--- src/rtl/add_seq_ctrl_pkg.sv ---
// Shared types and constants for the nibble-serial add sequencer.
package add_seq_pkg;

    typedef enum logic [1:0] {
        IDLE = 2'd0,
        RUN  = 2'd1,
        DONE = 2'd2
    } state_t;

    localparam int NIBBLE_W = 4;

    // Nibble index width; a single-nibble build still needs one bit.
    function automatic int idx_w(input int nibbles);
        return (nibbles <= 1) ? 1 : $clog2(nibbles);
    endfunction

endpackage

--- src/rtl/add_seq_ctrl_if.sv ---
// Operand/result handshake bundle for add_seq_ctrl; slave = sequencer, master = requester.
interface add_seq_ctrl_if #(
    parameter int NIBBLES = 4
) ();
    localparam int W = 4 * NIBBLES;

    logic         IN_VALID;
    logic         IN_READY;
    logic [W-1:0] A;
    logic [W-1:0] B;
    logic         CIN;
    logic         SUB;
    logic         OUT_VALID;
    logic         OUT_READY;
    logic [W-1:0] SUM;
    logic         COUT;
    logic         OVF;

    modport slave (
        input  IN_VALID, A, B, CIN, SUB, OUT_READY,
        output IN_READY, OUT_VALID, SUM, COUT, OVF
    );

    modport master (
        output IN_VALID, A, B, CIN, SUB, OUT_READY,
        input  IN_READY, OUT_VALID, SUM, COUT, OVF
    );
endinterface

--- src/rtl/add_seq_ctrl_full_adder.sv ---
// 4-bit ripple-carry adder slice: purely combinational, no handshake.
// Latency: zero cycles; backpressure: not applicable.
module FULL_ADDER (
    input  logic       C0,
    input  logic [3:0] X,
    input  logic [3:0] Y,
    output logic [3:0] S,
    output logic       C4
);
    logic [4:0] w_c;

    always_comb begin
        w_c    = '0;
        S      = '0;
        w_c[0] = C0;
        for (int i = 0; i < 4; i++) begin
            S[i]     = X[i] ^ Y[i] ^ w_c[i];
            w_c[i+1] = (X[i] & Y[i]) | (w_c[i] & (X[i] ^ Y[i]));
        end
        C4 = w_c[4];
    end
endmodule

--- src/rtl/add_seq_ctrl.sv ---
// Wide add through one shared 4-bit adder, low nibble first; ADD_SEQ_SUB_EN enables SUB.
// Latency: OUT_VALID rises NIBBLES cycles after the accept edge.
// Backpressure: accepts only in IDLE; result held in DONE until OUT_READY.
module add_seq_ctrl
    import add_seq_pkg::*;
#(
    parameter int NIBBLES = 4
) (
    input  logic          CLK,
    input  logic          RST,
    add_seq_ctrl_if.slave bus
);
    localparam int W     = NIBBLE_W * NIBBLES;
    localparam int IDX_W = idx_w(NIBBLES);
    localparam logic [IDX_W-1:0] IDX_LAST = IDX_W'(NIBBLES - 1);

    state_t             r_state;
    state_t             w_state_nxt;
    logic [IDX_W-1:0]   r_idx;
    logic               r_carry;
    logic [W-1:0]       r_a;
    logic [W-1:0]       r_b;
    logic [W-1:0]       r_sum;
    logic               r_cout;
    logic               r_ovf;

    logic [W-1:0]        w_b_load;
    logic                w_c_load;
    logic [NIBBLE_W-1:0] w_x;
    logic [NIBBLE_W-1:0] w_y;
    logic [NIBBLE_W-1:0] w_s;
    logic                w_c4;
    logic                w_last;
    logic                w_accept;

`ifdef ADD_SEQ_SUB_EN
    // Subtract as A + ~B + 1; CIN is deliberately dropped in that case.
    assign w_b_load = bus.SUB ? ~bus.B : bus.B;
    assign w_c_load = bus.SUB ? 1'b1   : bus.CIN;
`else
    logic w_unused_sub;
    assign w_unused_sub = bus.SUB;
    assign w_b_load     = bus.B;
    assign w_c_load     = bus.CIN;
`endif

    assign w_accept = (r_state == IDLE) && bus.IN_VALID;
    assign w_last   = (r_idx == IDX_LAST);
    assign w_x      = r_a[NIBBLE_W*r_idx +: NIBBLE_W];
    assign w_y      = r_b[NIBBLE_W*r_idx +: NIBBLE_W];

    FULL_ADDER u_adder (
        .C0 (r_carry),
        .X  (w_x),
        .Y  (w_y),
        .S  (w_s),
        .C4 (w_c4)
    );

    always_ff @(posedge CLK or posedge RST) begin
        if (RST) r_state <= IDLE;
        else     r_state <= w_state_nxt;
    end

    always_comb begin
        w_state_nxt = r_state;
        case (r_state)
            IDLE:    if (bus.IN_VALID)  w_state_nxt = RUN;
            RUN:     if (w_last)        w_state_nxt = DONE;
            DONE:    if (bus.OUT_READY) w_state_nxt = IDLE;
            default:                    w_state_nxt = IDLE;
        endcase
    end

    always_ff @(posedge CLK or posedge RST) begin
        if (RST) begin
            r_idx   <= '0;
            r_carry <= 1'b0;
            r_a     <= '0;
            r_b     <= '0;
            r_sum   <= '0;
            r_cout  <= 1'b0;
            r_ovf   <= 1'b0;
        end else if (w_accept) begin
            r_a     <= bus.A;
            r_b     <= w_b_load;
            r_carry <= w_c_load;
            r_idx   <= '0;
        end else if (r_state == RUN) begin
            r_sum[NIBBLE_W*r_idx +: NIBBLE_W] <= w_s;
            r_carry <= w_c4;
            if (w_last) begin
                r_cout <= w_c4;
                // Sign of the result comes straight from the top nibble's S[3].
                r_ovf  <= (r_a[W-1] == r_b[W-1]) && (w_s[NIBBLE_W-1] != r_a[W-1]);
            end else begin
                r_idx <= r_idx + 1'b1;
            end
        end
    end

    assign bus.IN_READY  = (r_state == IDLE);
    assign bus.OUT_VALID = (r_state == DONE);
    assign bus.SUM       = r_sum;
    assign bus.COUT      = r_cout;
    assign bus.OVF       = r_ovf;

endmodule

--- src/flat_wrapper.sv ---
// flat-port wrapper written by rule: the top's interface ports become plain ports
module add_seq_ctrl_flat import add_seq_pkg::*;
#(
    parameter int NIBBLES = 4
)
  (CLK, RST, bus_IN_VALID, bus_A, bus_B, bus_CIN, bus_SUB, bus_OUT_READY, bus_IN_READY, bus_OUT_VALID, bus_SUM, bus_COUT, bus_OVF);
  add_seq_ctrl_if #(.NIBBLES(NIBBLES)) bus_i ();
  input  logic CLK;
  input  logic RST;
  input wire logic [$bits(bus_i.IN_VALID)-1:0] bus_IN_VALID;
  input wire logic [$bits(bus_i.A)-1:0] bus_A;
  input wire logic [$bits(bus_i.B)-1:0] bus_B;
  input wire logic [$bits(bus_i.CIN)-1:0] bus_CIN;
  input wire logic [$bits(bus_i.SUB)-1:0] bus_SUB;
  input wire logic [$bits(bus_i.OUT_READY)-1:0] bus_OUT_READY;
  output wire logic [$bits(bus_i.IN_READY)-1:0] bus_IN_READY;
  output wire logic [$bits(bus_i.OUT_VALID)-1:0] bus_OUT_VALID;
  output wire logic [$bits(bus_i.SUM)-1:0] bus_SUM;
  output wire logic [$bits(bus_i.COUT)-1:0] bus_COUT;
  output wire logic [$bits(bus_i.OVF)-1:0] bus_OVF;
  assign bus_i.IN_VALID = bus_IN_VALID;
  assign bus_i.A = bus_A;
  assign bus_i.B = bus_B;
  assign bus_i.CIN = bus_CIN;
  assign bus_i.SUB = bus_SUB;
  assign bus_i.OUT_READY = bus_OUT_READY;
  assign bus_IN_READY = bus_i.IN_READY;
  assign bus_OUT_VALID = bus_i.OUT_VALID;
  assign bus_SUM = bus_i.SUM;
  assign bus_COUT = bus_i.COUT;
  assign bus_OVF = bus_i.OVF;
  add_seq_ctrl #(.NIBBLES(NIBBLES)) u_core (.CLK(CLK), .RST(RST), .bus(bus_i));
endmodule
--- config.mk ---
export PLATFORM = sky130hd
export DESIGN_NAME = add_seq_ctrl_flat
export DESIGN_NICKNAME = d
export VERILOG_FILES = /design/src/rtl/add_seq_ctrl_pkg.sv /design/src/rtl/add_seq_ctrl_if.sv /design/src/rtl/add_seq_ctrl_full_adder.sv /design/src/rtl/add_seq_ctrl.sv /design/src/flat_wrapper.sv
export SDC_FILE = /design/constraint.sdc
export NUM_CORES = 1
export LEC_CHECK = 0
export ABC_AREA = 1
export CORE_MARGIN = 2
export CORE_UTILIZATION = 48
export CTS_BUF_LIST = sky130_fd_sc_hd__clkbuf_4
export CTS_CLUSTER_DIAMETER = 50
export DETAILED_ROUTE_END_ITERATION = 10
export PLACE_DENSITY_LB_ADDON = 0.12
export SLEW_MARGIN = 20
export SYNTH_ARGS = -nofsm -noshare
export SYNTH_HDL_FRONTEND = slang
export SYNTH_HIERARCHICAL = 1
export SYNTH_SLANG_ARGS = --single-unit
--- constraint.sdc ---
create_clock -name CLK -period 3 [get_ports CLK]
set_input_delay 0.75 -clock CLK [delete_from_list [all_inputs] [get_ports CLK]]
set_output_delay 0.75 -clock CLK [all_outputs]
set_load 0.01 [all_outputs]
==> run summary, run 1 <==
The total number of yosys warnings came out at 6. The number of enable-type register cells in the synthesized netlist is 0. STA classifies the critical path startpoint as a flip-flop. The cell area power density came out at 1170 nW/um^2. The achievable frequency came out at 0.353 GHz. The maximum buffer depth of the clock tree is 2.

The root buffer cell chosen for the clock tree is sky130_fd_sc_hd__clkbuf_4. The total DRC errors in the routed layout is 0. The first global-routing pass estimated 9.70 mm of wire.

The number of max-slew violations in the final report came out at 0. The final cell count without fillers is 474. The max-capacitance violation count is 0. The routability congestion estimate from global placement came out at 0.866.

Combinational cells account for 61.1% of the total power. After detailed routing, the average wire length per cell comes to 12.2 um. The initial antenna violation count was 0.

The headroom to the max-slew limit is 70.0%. The full die area is about 6400 sq um. The share of async-settable or async-resettable flops after synthesis came out at 100%.

The H-tree was split into 2 levels. The analysis attributes to cell leakage a power of 1.81 nW. The cell row count is 27.

The switching power as a share of total power is between 40 and 50%. The worst IR drop on VDD is 0.560 mV. After synthesis the cells add up to 2750 sq um.

STA classifies the critical path endpoint as a flip-flop. The peak per-stage delay on the critical path is 0.52 ns. The number of DRC markers in iteration 0 is 110. Setup violations remaining at the end of the flow were counted as 0.

The signal on the critical path passes through clkinv_4 -> buf_4 -> buf_4 -> nor2_1 -> nor2_1 -> o21ai_0 -> nand2_1 -> inv_1 -> fa_1 -> inv_1 -> fa_2 -> inv_2 -> fa_1 -> inv_2 -> buf_4 -> nand3_1 -> nand2_2 -> nand2_1 -> nand2_1. By startpoint and endpoint, the worst setup path is classified as flip-flop to flip-flop. The horizontal die dimension is 79.7 um. The run finished with clean final reports.

The number of clock buffers inserted by TritonCTS is 5. The total nets after synthesis is 386. The clock latency of the later-clocked register in the worst-skew pair is 0.36 ns. The number of clock sinks came out at 55. The number of iterations in the first detailed-routing pass came out at 4. The clock tree from TritonCTS is yes. The number of global-route vias before repair is between 2k and 2.5k. The transition at the pin with the smallest max-transition slack is 0.448 ns. The count of endpoints failing hold in the final timing report came out at 0. The maximum fanout along the worst path is 7. The number of instances in the synthesized netlist came out at 339. Of the synthesized area, sequential elements account for 50.0%. The clock input transition at the sequential cells of the worst setup and hold paths came out at 0.13 ns.

The portion of total power attributed to sequential cells came out at 31.6%. The core footprint is 5510 sq um. The time the worst path needs with I/O delays and setup came out at 2.84 ns.

At the worst endpoint, the arrival time is 3.10 ns. By instance count, the leading cell after synthesis is sky130_fd_sc_hd__nand2_1. The post-placement worst setup slack came out at -0.0358 ns. Once placement completed, the tool counted placed cells totaling 463. The netlist uses 20 different library cells.

Setup repair after global routing left no endpoint under its margin. The area growth from synthesis to layout is 27.5%. Summed over all nets, the switching power comes to 1.81 mW. The post-route clock period utilization came out at 94.5%. In the synthesized netlist the dominant register cell turns out to be sky130_fd_sc_hd__dfrtp_1. For this design, the CTS-stage hold fixing added 0 buffers. The classification of the worst-slack hold path is flip-flop to flip-flop. The flop and latch count out of synthesis came out at 55. After global routing the overflow that remains totals 0. In the post-route analysis, the smallest setup slack over all paths is 0.164 ns. Input and output buffers added on the ports amount to 56. The top cell type by area accounts for 50.0% of the synthesized area. The net count of the finished layout is 450. The post-route clock skew is 0.00844 ns. The count of nets left with antenna violations after detail routing is 0. The biggest area contributor in the post-synthesis netlist is sky130_fd_sc_hd__dfrtp_1. The clock network fraction of design power came out at 7.3%. Across every metal layer, demand over resource in global routing totals 19.5%. Once the floorplan was initialized, standard cells occupied 49.9% of the core.

For this design, the slowest cell found on the critical path is sky130_fd_sc_hd__fa_1. The internal portion of the total power is around 2.3 mW. The data required time at the worst endpoint is 3.26 ns.

Ranked by total cell area, the synthesized netlist is headed by sky130_fd_sc_hd__dfrtp_1 (50%), sky130_fd_sc_hd__nand2_1 (19%), sky130_fd_sc_hd__nand3_1 (5.8%), sky130_fd_sc_hd__inv_1 (4.6%), sky130_fd_sc_hd__o211ai_1 (3.3%). The share of final-layout standard cells stronger than drive strength 1 came out at 9.95%. The number of vias in the routed layout is 2324.

The antenna diode count is 0. The die outline height is 79.7 um. The count of pins on the block boundary came out at 58. The maximum number of pins on one net before global-route repair came out at 25. The routed design has 5.77 mm of wire. The detailed placer's ending HPWL is about 4.3 mm.

The number of vias per cell is 4.90. In the synthesized netlist, the cells that appear most often are sky130_fd_sc_hd__nand2_1 (137), sky130_fd_sc_hd__dfrtp_1 (55), sky130_fd_sc_hd__inv_1 (34), sky130_fd_sc_hd__nand3_1 (32), sky130_fd_sc_hd__nor2_1 (18). Each instance of the synthesized netlist takes up on average around 8.1 sq um.
worst max-delay path, delay by kind of cell (launching register included):
kind / cells / cell delay (ns)
buffers and inverters: 8 / 0.66
adder cells (fa/ha/maj): 3 / 1.09
AND/OR/NAND/NOR: 7 / 0.42
AO/OA/AOI/OAI: 1 / 0.10
flip-flops: 1 / 0.48
repair_timing:
item | CTS | global route
cloned | 0 | 1
gates resized for setup | 3 | 13
setup endpoints to repair | 3 | 4
pin swaps | 0 | 7
buffers inserted | 0 | 5
metrics by stage:
| step | cell area (sq um) | setup TNS [ns] | utilization [%] | power (mW) | hold WS [ns] |
|---|---|---|---|---|---|
| final | 3510 | 0 | 63.7 | 4.09 | 0.488 |
| after global routing | 3510 | 0 | 63.7 | 4.51 | 0.512 |
| after CTS | 3450 | 0 | 62.6 | 3.78 | 0.492 |
| after detailed placement | 3390 | -0.0628 | 61.6 | 3.46 | 0.458 |
| after global placement | 3390 | 0 | 61.6 | 3.38 | 0.450 |
| after floorplan | 2750 | 0 | - | 2.75 | 0.437 |
layer usage:
metal | vias up | part of all wire, % | global-route usage (%)
met5 | - | 0 | 0
met4 | 0 | 1.6 | 6.03
met3 | 10 | 4.4 | 3.96
met2 | 56 | 47 | 32.0
met1 | 1078 | 47 | 26.1
li1 | 1180 | - | -
state kept, by name (all words and copies together) (netlist names):
signal,flops
u_core/bus.OVF,1
u_core/r_carry,1
u_core/bus.COUT,1
u_core/bus.SUM,16
u_core/r_idx,2
u_core/r_b,16
u_core/r_a,16
u_core/r_state,2
power by group through the flow:
stage	combinational, mW	clock [mW]	sequential (mW)
2_1_floorplan	1.48	0	1.28
3_3_place_gp	2.10	0	1.28
3_5_place_dp	2.17	0	1.29
4_1_cts	2.19	0.312	1.28
5_1_grt	2.84	0.341	1.33
6_report	2.50	0.297	1.29
cell families after synthesis:
| kind of cell | synth area share (%) |
|---|---|
| AO/OA/AOI/OAI | 7.55 |
| adder cells (fa/ha/maj) | 5.19 |
| buffers and inverters | 8.51 |
| flip-flops | 50.0 |
| AND/OR/NAND/NOR | 28.7 |
placed cells by master (no fill, tap or decap), types with 2 or more instances in the layout:
cell type                         count
sky130_fd_sc_hd__o21a_1              12
sky130_fd_sc_hd__nor3_1               3
sky130_fd_sc_hd__fa_1                 2
sky130_fd_sc_hd__inv_1               29
sky130_fd_sc_hd__fa_2                 2
sky130_fd_sc_hd__nand2_2              2
sky130_fd_sc_hd__nor2_1              17
sky130_fd_sc_hd__clkbuf_4             6
sky130_fd_sc_hd__dfrtp_1             53
sky130_fd_sc_hd__dfrtp_2              2
sky130_fd_sc_hd__nand3_1             32
sky130_fd_sc_hd__nor2_4               2
sky130_fd_sc_hd__ha_1                 5
sky130_fd_sc_hd__o21ai_0              3
sky130_fd_sc_hd__nand2_1            136
sky130_fd_sc_hd__inv_2                6
sky130_fd_sc_hd__o211ai_1            12
sky130_fd_sc_hd__clkdlybuf4s50_1     56
sky130_fd_sc_hd__buf_4               16
final cells by class:
cell class              count  area, sq um
clock buffers               6         45.0
fillers                   512         2000
inverters                  36          140
multi-input cells         232         1170
flip-flops and latches     55         1380
well taps                  72         90.1
repair buffers             72          681
repair inverters            1         5.00
worst paths after layout:
| path | slack, ns | to | cells past startpoint | start |
|---|---|---|---|---|
| max reg2reg | 0.16 | u_core/bus.OVF | 19 | u_core/r_idx[0] |
| max in group asynchronous | 1.74 | u_core/r_idx[0] | 3 | RST |
| min | 0.49 | u_core/r_b[3] | 2 | u_core/r_b[3] |
| min in group asynchronous | 0.67 | u_core/bus.SUM[0] | 2 | RST |
| min reg2reg | 0.49 | u_core/r_b[3] | 2 | u_core/r_b[3] |
| max | 0.16 | u_core/bus.OVF | 19 | u_core/r_idx[0] |
(Power assumes the default switching activity.)
==> run 2: changes to the inputs <==
--- a/config.mk
+++ b/config.mk
@@ -11,7 +11,7 @@
 export CTS_BUF_LIST = sky130_fd_sc_hd__clkbuf_4
 export CTS_CLUSTER_DIAMETER = 50
 export DETAILED_ROUTE_END_ITERATION = 10
-export PLACE_DENSITY_LB_ADDON = 0.12
+export PLACE_DENSITY = 0.79
 export SLEW_MARGIN = 20
 export SYNTH_ARGS = -nofsm -noshare
 export SYNTH_HDL_FRONTEND = slang
==> run summary, run 2 (synthesis gave the netlist of run 1 again) <==
The post-placement worst setup slack came out at 0.0298 ns. The library cell used most frequently in the layout, excluding fill and tap cells, is sky130_fd_sc_hd__nand2_1. The initial utilization of the core area, before any placement, comes to between 40% and 50%.

The number of buffer and inverter instances along the worst setup path came out at 9. The number of cell instances on the worst register-to-register path came out at 19. The critical path arrival came out at 3.11 ns.

Tracing the worst setup path back leads to its startpoint at u_core/r_idx[0]. Once routing completed, OpenROAD measured the worst setup slack at 0.157 ns. The tool flagged a number of max-cap violations equal to 0.

In this run the critical register-to-register path is launched from u_core/r_idx[0]. The full die area came out at 6350 sq um. The number of nets in the layout came out at 450. The synthesis-to-layout area growth came out at 28.9%. The cell area power density is about 1100 nW/um^2. The floorplan step set the die height to between 70 and 80 um.

The quantity of I/O buffers inserted on ports came out at 56. The number of global-route vias before repair came out at 2203. The number of setup violations in the final report came out at 0. Counting every sink on the clock net gives 55. The H-tree level count is 2. The remaining global-route overflow came out at 0. Setup repair after global routing could not meet its margin everywhere. The worst hold path passes through 2 cells. By instance count, the cell type seen most on the critical path is sky130_fd_sc_hd__nand2_1. The worst register-to-register path ends at u_core/bus.OVF. The number of max-slew violations in the final report came out at 0.

Clock latency on the worst-skew pair, taken at its later pin, is 0.37 ns. The run finished with clean final reports. The initial antenna violation count came to 0. The cell row count came out at 27. The clock root buffer master is sky130_fd_sc_hd__clkbuf_4. STA classifies the critical path startpoint as a flip-flop.

The maximum number of pins on one net before global-route repair came out at 56. The total DRC errors in the routed layout is 0. The top cell types in the final layout, fill and taps aside, are sky130_fd_sc_hd__nand2_1 (137), sky130_fd_sc_hd__clkdlybuf4s50_1 (56), sky130_fd_sc_hd__dfrtp_1 (54). The data required time at the worst endpoint came out at 3.27 ns. For hold timing, the worst endpoint is u_core/r_b[1].

The maximum fanout along the worst path is 7. The core footprint came out at 5510 sq um. The final routed wirelength across all metal layers is 5.63 mm. The detail route stage leaves a number of antenna-violating nets equal to 0.

The clock input transition at the sequential cells of the worst setup and hold paths came out at 0.14 ns. STA classifies the critical path endpoint as a flip-flop. The achievable frequency is 0.352 GHz. Walking the worst path, the cells encountered are clkinv_4 -> buf_6 -> buf_4 -> buf_4 -> nand2_1 -> o211ai_1 -> nand2_1 -> inv_2 -> fa_1 -> inv_1 -> fa_2 -> inv_2 -> fa_1 -> inv_2 -> buf_4 -> nand3_1 -> nand2_1 -> nand2_1 -> nand2_1. The horizontal die dimension came out at ~80 um. The first global-routing pass estimated about 9.5 mm of wire. The transition at the pin with the smallest max-transition slack is 0.821 ns. The detailed router finished its first iteration with 55 violations. The slowest stage of the critical path is the sky130_fd_sc_hd__fa_1 cell. The reg-to-reg setup timing slack came out at 0.16 ns.

The count of pins on the block boundary is 58. The worst hold path begins at u_core/r_b[1]. Dividing the detail-routed wire length by the instance count gives 11.8 um.

TritonCTS built the clock tree. The detailed placer's ending HPWL came out at 4.24 mm. The startpoint-to-endpoint class of the critical path is flip-flop to flip-flop. The clock arrives with around 0.011 ns of skew. The number of clock buffers inserted by TritonCTS is 5.

The routability congestion estimate from global placement came out at 0.849. Global routing used 19.2% of the available tracks across all layers. The kind of cell with the highest combined delay along the critical path is adder cells. The count of endpoints failing hold in the final timing report came out at 0. The tightest min-delay check is of the flip-flop to flip-flop type. The reported leakage power is 1.83 nW. The first TritonRoute pass finished after 4 iterations. The overall power after layout is 4.02 mW.

The number of hold buffers added after CTS is 0. The time the worst path needs with I/O delays and setup is between 2 and 3 ns. In the final layout, the share of cells above drive strength 1 is about a tenth. The headroom to the max-slew limit is 45.1%.

The setup total negative slack came out at 0 ns. The antenna diode count is 0. The post-route clock period utilization came out at between 90% and 100%. The largest single stage delay on the critical path is 0.48 ns. The number of vias in the routed layout came out at 2351. The number of vias per cell came out at slightly below 5.

The worst IR drop on VDD is 0.583 mV. The maximum buffer depth of the clock tree is 2.
[run 2: cell count changes in the layout (fill, tap and decap cells not counted), sizes merged]
cell / before / now
buf: 16 / 17
clkbuf: 6 / 5
clkinv: 2 / 3
bufinv: 0 / 1
[run 2: worst min-delay path, cell delays in order, from the launching register on]
cell                      delay (ns)
sky130_fd_sc_hd__dfrtp_1        0.37
sky130_fd_sc_hd__nand2_1        0.06
sky130_fd_sc_hd__nand2_1        0.05
[run 2: power breakdown]
| part | internal (mW) | switching (mW) |
|---|---|---|
| sequential | 1.08 | 0.207 |
| clock | 0.172 | 0.214 |
| combinational | 1.02 | 1.34 |
[run 2: per-stage QoR]
stage / instance area [sq um] / hold slack, ns / cells / utilization (%)
global route: 3540 / 0.510 / 476 / 64.4
CTS: 3500 / 0.493 / 472 / 63.5
finish: 3540 / 0.487 / 476 / 64.4
detailed placement: 3410 / 0.458 / 464 / 62.0
global placement: 3410 / 0.456 / 464 / 62.0
floorplan: 2750 / 0.437 / 339 / -
[run 2: area by class of cell]
class	count	area, sq um
flip-flops and latches	55	1380
repair buffers	73	704
well taps	72	90.1
multi-input cells	232	1160
inverters	36	140
fillers	489	1960
clock buffers	5	37.5
clock inverters	3	38.8
[run 2: per-layer routing]
layer	wire length (um)	track usage, %	vias up
li1	-	-	1188
met3	253	4.07	9
met2	2760	32.0	54
met1	2510	24.7	1100
met5	0	0	-
met4	103	6.90	0
[run 2: worst max-delay path by stage]
stage                     cells after the start                 end  slack, ns
after floorplan                              18   u_core/bus.SUM[7]       0.05
after global placement                       16  u_core/bus.SUM[15]       0.08
after detailed placement                     16   u_core/bus.SUM[7]       0.03
after CTS                                    16      u_core/bus.OVF       0.07
after global routing                         17   u_core/bus.SUM[7]      -0.04
final                                        19      u_core/bus.OVF       0.16
[run 2: what timing repair did]
action,in CTS,in global routing
buffers inserted,0,4
resized for setup,2,15
setup endpoints to repair,2,4
pin swaps,0,3
